File: config.mk
export PLATFORM = sky130hd
export DESIGN_NAME = fetch_queue_flat
export DESIGN_NICKNAME = d
export VERILOG_FILES = /design/src/rtl/fetch_pkg.sv /design/src/rtl/fetch_queue_if.sv /design/src/rtl/fetch_fifo.sv /design/src/rtl/fetch_queue.sv /design/src/flat_wrapper.sv
export SDC_FILE = /design/constraint.sdc
export NUM_CORES = 1
export LEC_CHECK = 0
export ABC_AREA = 1
export BUFFER_PORTS_ARGS = -buffer_cell sky130_fd_sc_hd__buf_2
export CORE_ASPECT_RATIO = 0.75
export CORE_MARGIN = 2
export CORE_UTILIZATION = 40
export CTS_BUF_LIST = sky130_fd_sc_hd__clkbuf_4 sky130_fd_sc_hd__clkbuf_8
export DETAILED_ROUTE_END_ITERATION = 8
export PLACE_DENSITY_LB_ADDON = 0.2
export SYNTH_ARGS = -nofsm -noshare
export SYNTH_HDL_FRONTEND = slang
export SYNTH_SLANG_ARGS = --single-unit
File: constraint.sdc
create_clock -name CLK -period 4.9 [get_ports CLK]
set_input_delay 0.98 -clock CLK [delete_from_list [all_inputs] [get_ports CLK]]
set_output_delay 0.98 -clock CLK [all_outputs]
set_load 0.05 [all_outputs]
File: src/rtl/fetch_pkg.sv
// fetch_pkg: shared types and constants for the instruction-fetch front end.
//   fetch_entry_t     : queued entry {pc, instr}
//   WADDR_W           : instruction RAM word-address width
//   HALT_WORD_DEFAULT : end-of-program marker word
//   log2c()           : ceiling log2, used for pointer/count widths
package fetch_pkg;

  localparam int unsigned WADDR_W = 30;
  localparam logic [31:0] HALT_WORD_DEFAULT = 32'hFFFF_FFFF;

  typedef struct packed {
    logic [31:0] pc;
    logic [31:0] instr;
  } fetch_entry_t;

  function automatic int unsigned log2c(input int unsigned n);
    int unsigned r;
    r = 0;
    for (int unsigned i = 0; i < 32; i++) begin
      if ((64'd1 << i) < 64'(n)) r = i + 1;
    end
    return r;
  endfunction

endpackage

File: src/rtl/fetch_queue_if.sv
// fetch_queue_if: bundles the fetch front end's redirect, instruction-RAM and
// decode-side handshake signals.
//   master : the fetch_queue side (drives imem_req/imem_addr, out_*, halted)
//   slave  : the environment side (redirect source, RAM, decode)
// Optional macro FETCH_QUEUE_PERF_EN adds perf_fetches, perf_stall_cycles and
// perf_flushes counters driven by the master.
interface fetch_queue_if;
  import fetch_pkg::*;

  logic               redirect_valid;
  logic [31:0]        redirect_pc;
  logic               imem_req;
  logic [WADDR_W-1:0] imem_addr;
  logic [31:0]        imem_rdata;
  logic               out_valid;
  logic               out_ready;
  logic [31:0]        out_instr;
  logic [31:0]        out_pc;
  logic [31:0]        out_pcplus4;
  logic               halted;
`ifdef FETCH_QUEUE_PERF_EN
  logic [31:0]        perf_fetches;
  logic [31:0]        perf_stall_cycles;
  logic [31:0]        perf_flushes;

  modport master (
    input  redirect_valid, redirect_pc, imem_rdata, out_ready,
    output imem_req, imem_addr, out_valid, out_instr, out_pc, out_pcplus4,
           halted, perf_fetches, perf_stall_cycles, perf_flushes
  );
  modport slave (
    output redirect_valid, redirect_pc, imem_rdata, out_ready,
    input  imem_req, imem_addr, out_valid, out_instr, out_pc, out_pcplus4,
           halted, perf_fetches, perf_stall_cycles, perf_flushes
  );
`else
  modport master (
    input  redirect_valid, redirect_pc, imem_rdata, out_ready,
    output imem_req, imem_addr, out_valid, out_instr, out_pc, out_pcplus4,
           halted
  );
  modport slave (
    output redirect_valid, redirect_pc, imem_rdata, out_ready,
    input  imem_req, imem_addr, out_valid, out_instr, out_pc, out_pcplus4,
           halted
  );
`endif

endinterface

File: src/rtl/fetch_fifo.sv
// fetch_fifo: DEPTH-entry FIFO of fetch_entry_t with synchronous flush.
//   clk_i/rst_ni : clock, async active-low reset
//   flush_i      : clears pointers and count (wins over push/pop)
//   push_i/push_data_i : write at tail
//   pop_i        : remove head (ignored when empty)
//   head_o       : head entry (meaningful only when count_o != 0)
//   count_o      : number of stored entries, 0..DEPTH
module fetch_fifo
  import fetch_pkg::*;
#(
  parameter int unsigned DEPTH = 4
) (
  input  logic                   clk_i,
  input  logic                   rst_ni,
  input  logic                   flush_i,
  input  logic                   push_i,
  input  fetch_entry_t           push_data_i,
  input  logic                   pop_i,
  output fetch_entry_t           head_o,
  output logic [log2c(DEPTH):0]  count_o
);

  localparam int unsigned PW = log2c(DEPTH);

  fetch_entry_t  mem_q [DEPTH];
  logic [PW-1:0] wr_ptr_q, wr_ptr_d, rd_ptr_q, rd_ptr_d;
  logic [PW:0]   count_q, count_d;
  logic          do_pop;

  always_comb begin
    do_pop   = pop_i && (count_q != '0);
    wr_ptr_d = wr_ptr_q;
    rd_ptr_d = rd_ptr_q;
    count_d  = count_q;
    if (flush_i) begin
      wr_ptr_d = '0;
      rd_ptr_d = '0;
      count_d  = '0;
    end else begin
      // DEPTH is a power of two, so pointer wrap is the natural overflow.
      if (push_i) wr_ptr_d = wr_ptr_q + 1'b1;
      if (do_pop) rd_ptr_d = rd_ptr_q + 1'b1;
      count_d = count_q + (PW+1)'(push_i) - (PW+1)'(do_pop);
    end
  end

  always_ff @(posedge clk_i or negedge rst_ni) begin
    if (!rst_ni) begin
      wr_ptr_q <= '0;
      rd_ptr_q <= '0;
      count_q  <= '0;
    end else begin
      wr_ptr_q <= wr_ptr_d;
      rd_ptr_q <= rd_ptr_d;
      count_q  <= count_d;
    end
  end

  always_ff @(posedge clk_i) begin
    if (push_i && !flush_i) mem_q[wr_ptr_q] <= push_data_i;
  end

  assign head_o  = mem_q[rd_ptr_q];
  assign count_o = count_q;

endmodule

File: src/rtl/fetch_queue.sv
// fetch_queue: instruction-fetch front end ahead of the IF/ID register.
// Owns the PC, issues word requests to a 1-cycle-latency instruction RAM,
// buffers {pc, word} in fetch_fifo and presents the head to decode with a
// valid/ready handshake. Redirects flush the queue and drop the in-flight
// response; a HALT_WORD response stops fetching until the next redirect.
//   CLK, RESET_N : clock, async active-low reset
//   bus          : fetch_queue_if.master (redirect, imem_*, out_*, halted)
// Optional macro FETCH_QUEUE_PERF_EN adds saturating perf counters.
module fetch_queue
  import fetch_pkg::*;
#(
  parameter int unsigned DEPTH     = 4,
  parameter logic [31:0] RESET_PC  = 32'h0000_0000,
  parameter logic [31:0] HALT_WORD = HALT_WORD_DEFAULT
) (
  input  logic          CLK,
  input  logic          RESET_N,
  fetch_queue_if.master bus
);

  localparam int unsigned CW = log2c(DEPTH) + 1;

  logic [31:0]   pc_q, pc_d, tag_q, tag_d;
  logic          inflight_q, inflight_d, halted_q, halted_d;
  logic [CW-1:0] count;
  fetch_entry_t  head, push_entry;
  logic          valid, issue, push, pop;

  always_comb begin
    valid = (count != '0);
    // Slots are reserved at issue time so the response always has room.
    // RESET_N gating keeps imem_req low while reset is held.
    issue = RESET_N && !halted_q && !bus.redirect_valid &&
            ((count + CW'(inflight_q)) < CW'(DEPTH));
    // Responses arriving once halted belong to words past the end marker.
    push  = inflight_q && !halted_q && !bus.redirect_valid;
    pop   = valid && bus.out_ready && !bus.redirect_valid;
    push_entry = '{pc: tag_q, instr: bus.imem_rdata};

    pc_d       = pc_q;
    tag_d      = tag_q;
    inflight_d = issue;
    halted_d   = halted_q;
    if (bus.redirect_valid) begin
      pc_d     = bus.redirect_pc & 32'hFFFF_FFFC;
      halted_d = 1'b0;
    end else begin
      if (issue) begin
        pc_d  = pc_q + 32'd4;
        tag_d = pc_q;
      end
      if (push && (bus.imem_rdata == HALT_WORD)) halted_d = 1'b1;
    end
  end

  always_ff @(posedge CLK or negedge RESET_N) begin
    if (!RESET_N) begin
      pc_q       <= RESET_PC;
      tag_q      <= '0;
      inflight_q <= 1'b0;
      halted_q   <= 1'b0;
    end else begin
      pc_q       <= pc_d;
      tag_q      <= tag_d;
      inflight_q <= inflight_d;
      halted_q   <= halted_d;
    end
  end

  fetch_fifo #(.DEPTH(DEPTH)) u_fifo (
    .clk_i       (CLK),
    .rst_ni      (RESET_N),
    .flush_i     (bus.redirect_valid),
    .push_i      (push),
    .push_data_i (push_entry),
    .pop_i       (pop),
    .head_o      (head),
    .count_o     (count)
  );

  assign bus.imem_req    = issue;
  assign bus.imem_addr   = pc_q[31:2];
  assign bus.out_valid   = valid;
  assign bus.out_instr   = valid ? head.instr : '0;
  assign bus.out_pc      = valid ? head.pc : '0;
  assign bus.out_pcplus4 = valid ? head.pc + 32'd4 : '0;
  assign bus.halted      = halted_q;

`ifdef FETCH_QUEUE_PERF_EN
  logic [31:0] fetches_q, stalls_q, flushes_q;

  always_ff @(posedge CLK or negedge RESET_N) begin
    if (!RESET_N) begin
      fetches_q <= '0;
      stalls_q  <= '0;
      flushes_q <= '0;
    end else begin
      if (push && (fetches_q != '1)) fetches_q <= fetches_q + 32'd1;
      if (valid && !bus.out_ready && (stalls_q != '1)) stalls_q <= stalls_q + 32'd1;
      if (bus.redirect_valid && (flushes_q != '1)) flushes_q <= flushes_q + 32'd1;
    end
  end

  assign bus.perf_fetches      = fetches_q;
  assign bus.perf_stall_cycles = stalls_q;
  assign bus.perf_flushes      = flushes_q;
`endif

endmodule

File: src/flat_wrapper.sv
// flat-port wrapper written by rule: the top's interface ports become plain ports
module fetch_queue_flat import fetch_pkg::*;
#(
  parameter int unsigned DEPTH     = 4,
  parameter logic [31:0] RESET_PC  = 32'h0000_0000,
  parameter logic [31:0] HALT_WORD = HALT_WORD_DEFAULT
)
  (CLK, RESET_N, bus_redirect_valid, bus_redirect_pc, bus_imem_rdata, bus_out_ready, bus_imem_req, bus_imem_addr, bus_out_valid, bus_out_instr, bus_out_pc, bus_out_pcplus4, bus_halted);
  fetch_queue_if bus_i ();
  input  logic CLK;
  input  logic RESET_N;
  input wire logic [$bits(bus_i.redirect_valid)-1:0] bus_redirect_valid;
  input wire logic [$bits(bus_i.redirect_pc)-1:0] bus_redirect_pc;
  input wire logic [$bits(bus_i.imem_rdata)-1:0] bus_imem_rdata;
  input wire logic [$bits(bus_i.out_ready)-1:0] bus_out_ready;
  output wire logic [$bits(bus_i.imem_req)-1:0] bus_imem_req;
  output wire logic [$bits(bus_i.imem_addr)-1:0] bus_imem_addr;
  output wire logic [$bits(bus_i.out_valid)-1:0] bus_out_valid;
  output wire logic [$bits(bus_i.out_instr)-1:0] bus_out_instr;
  output wire logic [$bits(bus_i.out_pc)-1:0] bus_out_pc;
  output wire logic [$bits(bus_i.out_pcplus4)-1:0] bus_out_pcplus4;
  output wire logic [$bits(bus_i.halted)-1:0] bus_halted;
  assign bus_i.redirect_valid = bus_redirect_valid;
  assign bus_i.redirect_pc = bus_redirect_pc;
  assign bus_i.imem_rdata = bus_imem_rdata;
  assign bus_i.out_ready = bus_out_ready;
  assign bus_imem_req = bus_i.imem_req;
  assign bus_imem_addr = bus_i.imem_addr;
  assign bus_out_valid = bus_i.out_valid;
  assign bus_out_instr = bus_i.out_instr;
  assign bus_out_pc = bus_i.out_pc;
  assign bus_out_pcplus4 = bus_i.out_pcplus4;
  assign bus_halted = bus_i.halted;
  fetch_queue #(.DEPTH(DEPTH), .RESET_PC(RESET_PC), .HALT_WORD(HALT_WORD)) u_core (.CLK(CLK), .RESET_N(RESET_N), .bus(bus_i));
endmodule
==> results.py, run 1 <==
metrics = {
    "worst_setup_path": {
        "cp.required_ns": 3.92,
        "path_class": "reg2out",
        "worstPathMaxFanout": 60,
        "cp.arrival_ns": 3.62,
        "crit_path_start_kind": "flip-flop",
        "critPathCaptureType": "primary output",
    },
    "logic_synthesis": {
        "synth_cell_type_count": 37,
        "yosysTopAreaCellShare": 0.498,
        "ys_top_cells_by_count": "nand2_1, nor2_1, edfxtp_1",
        "ys.flop_type": "edfxtp_1",
        "synth_area_leaders": "edfxtp_1, dfrtp_1, nand2_1",
        "syn-cell-area_um2": 14900,
        "yosys_warnings": 0,
        "syn_inst": 1591,
        "synth_most_common_cell": "nand2_1",
        "seq_area_frac_synth": 0.614,
        "synth-edff-count": 248,
        "yosysTopAreaCell": "edfxtp_1",
        "ys_seq_elements": 317,
        "synthArstFlopShare": 0.218,
        "syn_area_per_cell_um2": 9.39,
    },
    "placement": {
        "dpl.cell_count": 2236,
        "routabilityCongestion": 0.934,
        "port_buffers": 190,
        "hpwl_mm": 26.6,
        "dpl_cell_area_um2": 16300,
    },
    "clocking": {
        "cts_htree_levels": 2,
        "clockRootBuffer": "clkbuf_8",
        "clkTransAtPathRegs_ns": 0.06,
        "cts-resized-gates": 0,
        "clk_latency_ns": 0.60,
        "post_cts_buffers": 0,
        "hold_buffers": 0,
        "cts_tree": "done",
        "numCtsBuffers": 51,
        "clk_path_buf_depth": 3,
        "cts_sinks": 317,
    },
    "pwr": {
        "p_leak_nw": 7.31,
        "power_density_nw_per_um2": 606,
        "max-vdd-ir-drop_v": 0.000318,
    },
    "drt": {
        "detail_route.wl_per_cell_um": 17.4,
        "drc": 0,
        "drt_wl_total_mm": 40.5,
        "first_pass_iters": 7,
        "vias_per_cell": 4.97,
        "vias": 11574,
        "drtIter0Drc": 848,
        "antenna_left": 0,
    },
    "final_layout": {
        "n_antenna_cell": 0,
        "syn2layout_area_growth_pct": 16.3,
        "stdcell_count": 2330,
        "nNetsFinal": 1862,
        "fin_area_um2": 17400,
        "num-fill-cells": 3629,
        "multi_input_area_um2": 5010,
        "drive_gt1_frac": 0.187,
        "seq_area_um2": 9180,
    },
    "timing": {
        "min_period_over_period": 0.939,
        "maxSlewHeadroom": 0.269,
        "setup_viol": 0,
        "slew_violations": 0,
        "rsz0062_at_grt": "no",
        "hold_violations": 0,
        "clock.fmax_mhz": 217,
        "worstMarginPinSlew_ns": 1.10,
        "tns_ns": 0,
        "period_minus_slack_ns": 4.60,
        "fin_skew_ns": 0.0275,
    },
    "global_routing": {
        "grt_pass1_vias": 10902,
        "globalRouteTotalUtil": 0.209,
        "grt_max_degree": 79,
        "grt_pass1_wl_mm": 62.1,
        "antenna_found_initial": 1,
        "gr-total-overflow": 0,
    },
    "floorplan": {
        "io_pins": 197,
        "dieArea_um2": 38900,
        "die_y_um": 171,
        "core_um2": 36900,
        "start_util": 0.405,
        "rows": 61,
        "die_x_um": 227,
    },
    "run": {
        "maxCapViolations": 0,
    },
    "outcome": {
        "status": "finished, final reports clean",
    },
    "hold_path": {
        "hold_class": "in2async",
    },
}
[placed cells by master (no fill, tap or decap), drive strengths merged, types with 2 or more instances in the layout]
cell type    n
clkinvlp     4
o211ai      12
nand4       12
o221ai       6
clkbuf      63
nand3       88
dfrtp       69
nor3        18
inv         98
conb         4
nand2      462
o21bai       8
a21oi       56
or2          2
edfxtp     248
buf        214
bufinv       4
xor2        22
nor2       273
o21ai      124
nor4         3
ha           8
clkinv      23
[logic make-up (layout without fill, tap and decap cells)]
logic type,after synthesis,count (layout),synth area share
XOR/XNOR,22,22,0.0129
AND/OR/NAND/NOR,859,859,0.235
AO/OA/AOI/OAI,209,209,0.0755
other,1,4,0.000251
buffers and inverters,174,406,0.0546
flip-flops,317,317,0.614
adder cells (fa/ha/maj),9,9,0.00804
[stage by stage]
stage	setup WS, ns	power, W	util	hold WS (ns)
2_1_floorplan	0.216	0.00700	-	0.476
3_3_place_gp	0.999	0.00819	0.443	0.501
3_5_place_dp	0.968	0.00823	0.443	0.508
4_1_cts	0.308	0.0106	0.471	0.442
5_1_grt	0.0399	0.0111	0.471	0.453
6_report	0.297	0.0105	0.471	0.467
[worst paths after layout]
check,endpoint,cells after the start,start,slack (ns)
min in group CLK,u_core.u_fifo.mem_q[3][45]$_DFFE_PP_,0,u_core.tag_q[13]$_DFFE_PN0P_,0.53
max in group asynchronous,u_core.u_fifo.rd_ptr_q[0]$_DFFE_PN0P_,3,RESET_N,3.50
worst max-delay path,bus_out_pcplus4[12],12,u_core.u_fifo.rd_ptr_q[0]$_DFFE_PN0P_,0.30
worst max register to register,u_core.u_fifo.count_o[2]$_DFF_PN0_,13,u_core.u_fifo.count_o[1]$_DFF_PN0_,1.86
worst min-delay path,u_core.pc_q[31]$_DFFE_PN0N_,2,RESET_N,0.47
worst min register to register,u_core.u_fifo.mem_q[3][45]$_DFFE_PP_,0,u_core.tag_q[13]$_DFFE_PN0P_,0.53
[registers in the layout, summed over array words and instances, names as in the netlist]
signal	flops
u_core.u_fifo.mem_q	248
u_core.pc_q	30
u_core.tag_q	30
u_core.u_fifo.count_o	3
u_core.u_fifo.rd_ptr_q	2
u_core.u_fifo.wr_ptr_q	2
u_core.bus.halted	1
u_core.inflight_q	1
[layer usage]
| metal | GRT usage | up-vias | part of all wire |
|---|---|---|---|
| li1 | - | 5680 | - |
| met1 | 0.314 | 5488 | 0.49 |
| met2 | 0.308 | 341 | 0.43 |
| met3 | 0.0352 | 63 | 0.062 |
| met4 | 0.0622 | 2 | 0.019 |
| met5 | 0 | - | 0.00032 |
[layout make-up]
type,instances,area share
clock inverter,31,0.0141
sequential,317,0.528
tap,504,0.0363
clock buffer,63,0.0456
timing repair buffer,214,0.0665
inverter,98,0.0216
multi-input combinational,1103,0.288
[critical path, stage by stage (launching register included)]
cell and delay, ns:
dfrtp_4 0.81, inv_8 0.27, nand2_1 0.15, o211ai_1 0.09, nand2_1 0.14, ha_1 0.20
nand3_2 0.13, nor2_2 0.17, nand2_2 0.13, nor2_1 0.28, nor2_1 0.09, a21oi_1 0.23
buf_2 0.32
[power breakdown]
part	total (W)	switching (W)	internal [W]
Clock	0.00233	0.00105	0.00128
Sequential	0.00362	0.000355	0.00326
Combinational	0.00458	0.00364	0.000949
Total	0.0105	0.00505	0.00549
Power figures use the tool's default switching activity.
==> run 2, diff against run 1 <==
Settings changed: CORE_MARGIN 2 to default, CORE_UTILIZATION 40 to 60, SYNTH_HIERARCHICAL from default to 1.
==> run 2 against run 1 <==
Clock power fell by 8.6%; critical endpoint is now bus_out_pcplus4[20]; register-to-register slack improved by 0.46 ns; maximum frequency fell by 0.28%; sequential power fell by 9.1%; critical path depth rose by 1; wire length fell by 14%; non-clock buffer count rose by 2; first-iteration DRC count rose by 19%.
==> results.py, run 2 <==
metrics = {
    "timing": {
        "clock.fmax_mhz": 217,
        "rsz0062_at_grt": "no",
        "fin_skew_ns": 0.0172,
        "slew_violations": 0,
        "worstMarginPinSlew_ns": 0.867,
        "setup_viol": 0,
        "period_minus_slack_ns": 4.62,
        "timing.hold.ws_ns": 0.510,
        "tns_ns": 0,
        "min_period_over_period": 0.942,
        "hold_violations": 0,
        "maxSlewHeadroom": 0.422,
    },
    "clocking": {
        "clockRootBuffer": "clkbuf_8",
        "cts_sinks": 325,
        "clk_latency_ns": 0.56,
        "hold_buffers": 0,
        "cts_tree": "done",
        "clkTransAtPathRegs_ns": 0.07,
        "numCtsBuffers": 47,
        "clk_path_buf_depth": 3,
        "cts_htree_levels": 2,
    },
    "pwr": {
        "max-vdd-ir-drop_v": 0.000257,
        "power_density_nw_per_um2": 371,
        "p_leak_nw": 7.30,
        "finalPower_w": 0.00638,
    },
    "worst_setup_path": {
        "critPathCaptureType": "primary output",
        "rrSetupSlack_ns": 2.32,
        "worstPathMaxFanout": 35,
        "crit_path_start_kind": "flip-flop",
        "cp.arrival_ns": 3.64,
        "slowest_delay_ns": 0.68,
        "r2r_end": "u_core/u_fifo/count_o[2]$_DFF_PN0_",
        "cp_slowest_cell": "dfrtp_4",
        "cp.required_ns": 3.92,
        "r2r_cells": 13,
        "path_class": "reg2out",
        "path_buf_inv": 2,
        "path_delay_family": "simple AND/OR/NAND/NOR gates",
        "crit_start": "u_core/u_fifo/rd_ptr_q[1]$_DFFE_PN0P_",
        "cp.depth": 13,
        "endpoint": "bus_out_pcplus4[20]",
        "reg2reg_from": "u_core/u_fifo/count_o[1]$_DFF_PN0_",
        "path_cells": "buf_4, o21ai_0, o22ai_1, ha_1, nand2_2, nor2_2, nand2_2, nor2_4, nand3_2, nand2_1, nand2_1, nor2_1, buf_2",
    },
    "global_routing": {
        "gr-total-overflow": 0,
        "grt_pass1_vias": 10381,
        "grt_pass1_wl_mm": 54.5,
        "grt_max_degree": 70,
        "antenna_found_initial": 0,
        "globalRouteTotalUtil": 0.274,
    },
    "logic_synthesis": {
        "yosysTopAreaCellShare": 0.512,
        "synth_cell_type_count": 37,
        "yosysTopAreaCell": "edfxtp_1",
        "syn-cell-area_um2": 15000,
        "ys_seq_elements": 325,
        "synth-edff-count": 256,
        "syn_area_per_cell_um2": 9.81,
        "synth_compound_area_frac": 0.0937,
        "synthArstFlopShare": 0.212,
        "synth_top_family_by_area": "simple AND/OR/NAND/NOR gates",
        "synthAdderAreaFrac": 0.00800,
        "syn_inst": 1530,
        "ys.flop_type": "edfxtp_1",
        "synthSimpleGateAreaFrac": 0.203,
        "synthXorXnorAreaFrac": 0.00467,
        "ys_top_cells_by_count": "nor2_1, nand2_1, edfxtp_1",
        "synth_most_common_cell": "nor2_1",
        "synthMuxAreaShare": 0,
        "seq_area_frac_synth": 0.627,
        "yosys_warnings": 6,
        "synth_area_leaders": "edfxtp_1, dfrtp_1, nor2_1",
    },
    "placement": {
        "hpwl_mm": 23.2,
        "port_buffers": 194,
        "routabilityCongestion": 0.926,
    },
    "drt": {
        "drt_wl_total_mm": 35.0,
        "vias_per_cell": 5.42,
        "drc": 0,
        "antenna_left": 0,
        "detail_route.wl_per_cell_um": 16.7,
        "vias": 11399,
        "first_pass_iters": 5,
        "drtIter0Drc": 1011,
    },
    "run": {
        "maxCapViolations": 0,
    },
    "hold_path": {
        "hold_class": "reg2reg",
    },
    "final_layout": {
        "regMostFlops": "u_core/u_fifo/mem_q",
        "drive_gt1_frac": 0.200,
        "reg_top3": "u_core/u_fifo/mem_q (256), u_core/pc_q (30), u_core/tag_q (30)",
        "syn2layout_area_growth_pct": 14.6,
        "n_antenna_cell": 0,
        "nNetsFinal": 1811,
        "largest_reg_flops": 256,
        "layout_commonest_cell": "nand2_1",
        "final_cell_mix": "nand2_1, nor2_1, edfxtp_1",
    },
    "floorplan": {
        "rows": 49,
        "core_um2": 24300,
        "die_y_um": 139,
        "dieArea_um2": 25700,
        "die_x_um": 185,
        "start_util": 0.618,
        "io_pins": 197,
    },
    "outcome": {
        "status": "finished, final reports clean",
    },
}
-- run 2: worst min-delay path by stage --
stage,cells past startpoint,end,from,slack (ns)
after floorplan,0,u_core/u_fifo/mem_q[0][34]$_DFFE_PP_,u_core/tag_q[2]$_DFFE_PN0P_,0.48
after global placement,2,u_core/bus.halted$_DFFE_PN0P_,u_core/bus.halted$_DFFE_PN0P_,0.49
after detailed placement,0,u_core/u_fifo/mem_q[1][42]$_DFFE_PP_,u_core/tag_q[10]$_DFFE_PN0P_,0.50
after CTS,0,u_core/u_fifo/mem_q[0][42]$_DFFE_PP_,u_core/tag_q[10]$_DFFE_PN0P_,0.51
after global routing,0,u_core/u_fifo/mem_q[0][42]$_DFFE_PP_,u_core/tag_q[10]$_DFFE_PN0P_,0.52
final,0,u_core/u_fifo/mem_q[1][42]$_DFFE_PP_,u_core/tag_q[10]$_DFFE_PN0P_,0.51
-- run 2: layout make-up --
type / instances / area [um^2]
clock buffers: 63 / 786
clock inverters: 23 / 153
fillers: 1877 / 7080
inverters: 146 / 556
multi-input cells: 998 / 4710
flip-flops and latches: 325 / 9420
well taps: 331 / 414
repair buffers: 216 / 1160
-- run 2: where the power goes --
| group | switching (W) | leakage, nW | internal (W) |
|---|---|---|---|
| clock | 0.000982 | 0.491 | 0.00115 |
| combinational | 0.000747 | 3.64 | 0.000216 |
| sequential | 0.000154 | 3.17 | 0.00313 |
| total | 0.00188 | 7.30 | 0.00450 |
-- run 2: per-stage QoR --
stage / instance area [um^2] / cells / util / setup slack [ns]
6_report: 17200 / 2102 / 0.709 / 0.284
5_1_grt: 17200 / 2102 / 0.709 / 0.0421
4_1_cts: 17200 / 2102 / 0.708 / 0.122
3_5_place_dp: 16300 / 2016 / 0.670 / 0.737
3_3_place_gp: 16300 / 2016 / 0.670 / 0.822
2_1_floorplan: 15000 / 1537 / - / 0.340
-- run 2: per-layer routing --
metal,track usage,vias to the layer above,wire [um]
met4,0.0648,0,446
met1,0.432,5302,16600
li1,-,5560,-
met3,0.0331,39,2790
met5,0,-,0
met2,0.409,498,15200
-- run 2: logic make-up (layout without fill, tap and decap cells) --
kind of cell	Yosys count	count (layout)
compound gates	249	249
xor+xnor	8	8
fa+ha+maj	9	9
buf+inv	214	448
flops	325	325
other cells	1	8
simple gates	724	724
-- run 2: timing repair --
item	CTS	global route
buffers inserted	0	0
resized for setup	0	2
endpoints found under the hold margin	0	0
endpoints found under the setup margin	0	7
==> run 3, diff against run 2 <==
Settings changed: ABC_CLOCK_PERIOD_IN_PS from default to 4900, BUFFER_PORTS_ARGS -buffer_cell sky130_fd_sc_hd__buf_2 to default, CORE_UTILIZATION 60 to 65, DONT_BUFFER_PORTS from default to 1, SYNTH_HIERARCHICAL 1 to default.
==> run 3 against run 2 <==
Critical path type unchanged; design area shrank 3.9%; utilization grew 3.3 points; combinational power grew to 4.5 times the previous value; wire length grew 2.0%; total power grew 61%; via count shrank 0.30%; highest routed layer unchanged; maximum frequency grew 1.3%; clock power is essentially flat; global-route usage grew 3.3 points; sequential power grew 15%; first-iteration DRC count grew 37%.
==> results.py, run 3 (synthesis gave the netlist of run 1 again) <==
metrics = {
    "timing": {
        "setup_viol": 0,
        "slew_violations": 0,
        "min_period_over_period": 0.929,
        "rsz0062_at_grt": "no",
        "timing.hold.ws_ns": 0.102,
        "clock.fmax_mhz": 220,
        "hold_violations": 0,
        "tns_ns": 0,
        "maxSlewHeadroom": 0.368,
        "period_minus_slack_ns": 4.55,
        "worstMarginPinSlew_ns": 0.946,
        "fin_skew_ns": 0.0260,
    },
    "global_routing": {
        "grt_pass1_wl_mm": 55.8,
        "grt_max_degree": 87,
        "gr-total-overflow": 0,
        "globalRouteTotalUtil": 0.307,
        "antenna_found_initial": 0,
        "grt_pass1_vias": 10860,
    },
    "final_layout": {
        "syn2layout_area_growth_pct": 10.6,
        "regMostFlops": "u_core.u_fifo.mem_q",
        "drive_gt1_frac": 0.123,
        "layout_commonest_cell": "nand2_1",
        "largest_reg_flops": 248,
        "reg_top3": "u_core.u_fifo.mem_q (248), u_core.pc_q (30), u_core.tag_q (30)",
        "final_cell_mix": "nand2_1, nor2_1, edfxtp_1",
        "num-fill-cells": 1576,
        "fin_area_um2": 16500,
        "nNetsFinal": 1732,
        "n_antenna_cell": 0,
    },
    "drt": {
        "first_pass_iters": 5,
        "vias": 11365,
        "detail_route.wl_per_cell_um": 18.0,
        "drt_wl_total_mm": 35.7,
        "antenna_left": 0,
        "drtIter0Drc": 1386,
        "drc": 0,
        "vias_per_cell": 5.74,
    },
    "placement": {
        "port_buffers": 0,
        "dpl_cell_area_um2": 15600,
        "hpwl_mm": 23.2,
        "routabilityCongestion": 0.950,
    },
    "worst_setup_path": {
        "r2r_end": "u_core.pc_q[21]$_DFFE_PN0N_",
        "path_class": "reg2out",
        "critPathCaptureType": "primary output",
        "crit_path_start_kind": "flip-flop",
        "reg2reg_from": "u_core.bus.halted$_DFFE_PN0P_",
        "worstPathMaxFanout": 86,
        "cp.arrival_ns": 3.57,
        "r2r_cells": 9,
        "cp.required_ns": 3.92,
        "rrSetupSlack_ns": 1.91,
    },
    "clocking": {
        "clkTransAtPathRegs_ns": 0.06,
        "numCtsBuffers": 46,
        "cts_htree_levels": 2,
        "clockRootBuffer": "clkbuf_8",
        "clk_latency_ns": 0.57,
        "hold_buffers": 0,
        "cts_sinks": 317,
        "cts-resized-gates": 0,
        "cts_tree": "done",
        "post_cts_buffers": 0,
        "clk_path_buf_depth": 3,
    },
    "floorplan": {
        "core_um2": 22300,
        "start_util": 0.671,
        "die_x_um": 177,
        "die_y_um": 133,
        "rows": 47,
        "io_pins": 197,
        "dieArea_um2": 23600,
    },
    "pwr": {
        "max-vdd-ir-drop_v": 0.000350,
        "power_density_nw_per_um2": 620,
        "p_leak_nw": 6.73,
    },
    "hold_path": {
        "hold_class": "in2async",
    },
    "outcome": {
        "status": "finished, final reports clean",
    },
    "run": {
        "maxCapViolations": 0,
    },
}
run 3: changes by cell type in the layout (fill, tap and decap cells not counted), sizes merged, moves of 16 or more:
cell	before	now
a21oi	9	56
buf	216	89
inv	143	99
nand2	293	462
nor2	321	273
o21ai	169	124
o22ai	64	0
xor2	6	22
run 3: layout make-up:
| class | count | area [um^2] | area share |
|---|---|---|---|
| Sequential cell | 317 | 9180 | 0.555 |
| Multi-Input combinational cell | 1103 | 5010 | 0.303 |
| Clock buffer | 55 | 713 | 0.0431 |
| Timing Repair Buffer | 89 | 693 | 0.0419 |
| Inverter | 98 | 375 | 0.0227 |
| Tap cell | 294 | 368 | 0.0223 |
| Clock inverter | 24 | 190 | 0.0115 |
run 3: power by group:
group | internal [W] | switching [W] | total [W] | leakage [nW]
registers | 0.00326 | 0.000515 | 0.00377 | 3.10
clock network | 0.00112 | 0.000979 | 0.00210 | 0.474
logic | 0.00102 | 0.00336 | 0.00438 | 3.16
run 3: routing by layer:
metal  vias to the layer above  GRT usage  wire length, um
met3                        62     0.0716             4210
met1                      5281      0.447            15200
met4                         0     0.0977              652
met2                       603      0.460            15700
met5                         -          0                0
li1                       5419          -                -
run 3: worst max-delay path, cell delays in order (launching register included):
cell	delay (ns)
dfrtp_4	0.69
inv_8	0.45
nand2_1	0.13
nand2_1	0.09
nand2_1	0.05
nand2_1	0.10
ha_1	0.20
nand3_2	0.13
nor2_2	0.16
nand2_2	0.13
nor2_1	0.27
nand3_1	0.12
nand2_1	0.08
inv_1	0.04
nor2_1	0.12
buf_4	0.22
run 3: worst max-delay path by stage:
stage / from / end / slack (ns) / depth (start not counted)
floorplan: bus_redirect_valid / u_core.u_fifo.mem_q[0][0]$_DFFE_PP_ / 0.22 / 4
global placement: u_core.u_fifo.rd_ptr_q[0]$_DFFE_PN0P_ / bus_out_pcplus4[28] / 1.07 / 15
detailed placement: u_core.u_fifo.rd_ptr_q[0]$_DFFE_PN0P_ / bus_out_pcplus4[28] / 0.99 / 15
CTS: u_core.u_fifo.rd_ptr_q[0]$_DFFE_PN0P_ / bus_out_pcplus4[28] / 0.39 / 15
global route: u_core.u_fifo.rd_ptr_q[0]$_DFFE_PN0P_ / bus_out_pcplus4[28] / 0.11 / 15
finish: u_core.u_fifo.rd_ptr_q[0]$_DFFE_PN0P_ / bus_out_pcplus4[28] / 0.35 / 15
run 3: through the flow:
| stage | setup WS [ns] | util | power [W] | instances |
|---|---|---|---|---|
| final | 0.346 | 0.742 | 0.0103 | 1980 |
| after global routing | 0.114 | 0.742 | 0.0107 | 1980 |
| after CTS | 0.392 | 0.742 | 0.0102 | 1980 |
| after detailed placement | 0.994 | 0.701 | 0.00814 | 1901 |
| after global placement | 1.07 | 0.701 | 0.00805 | 1901 |
| after floorplan | 0.216 | - | 0.00700 | 1594 |
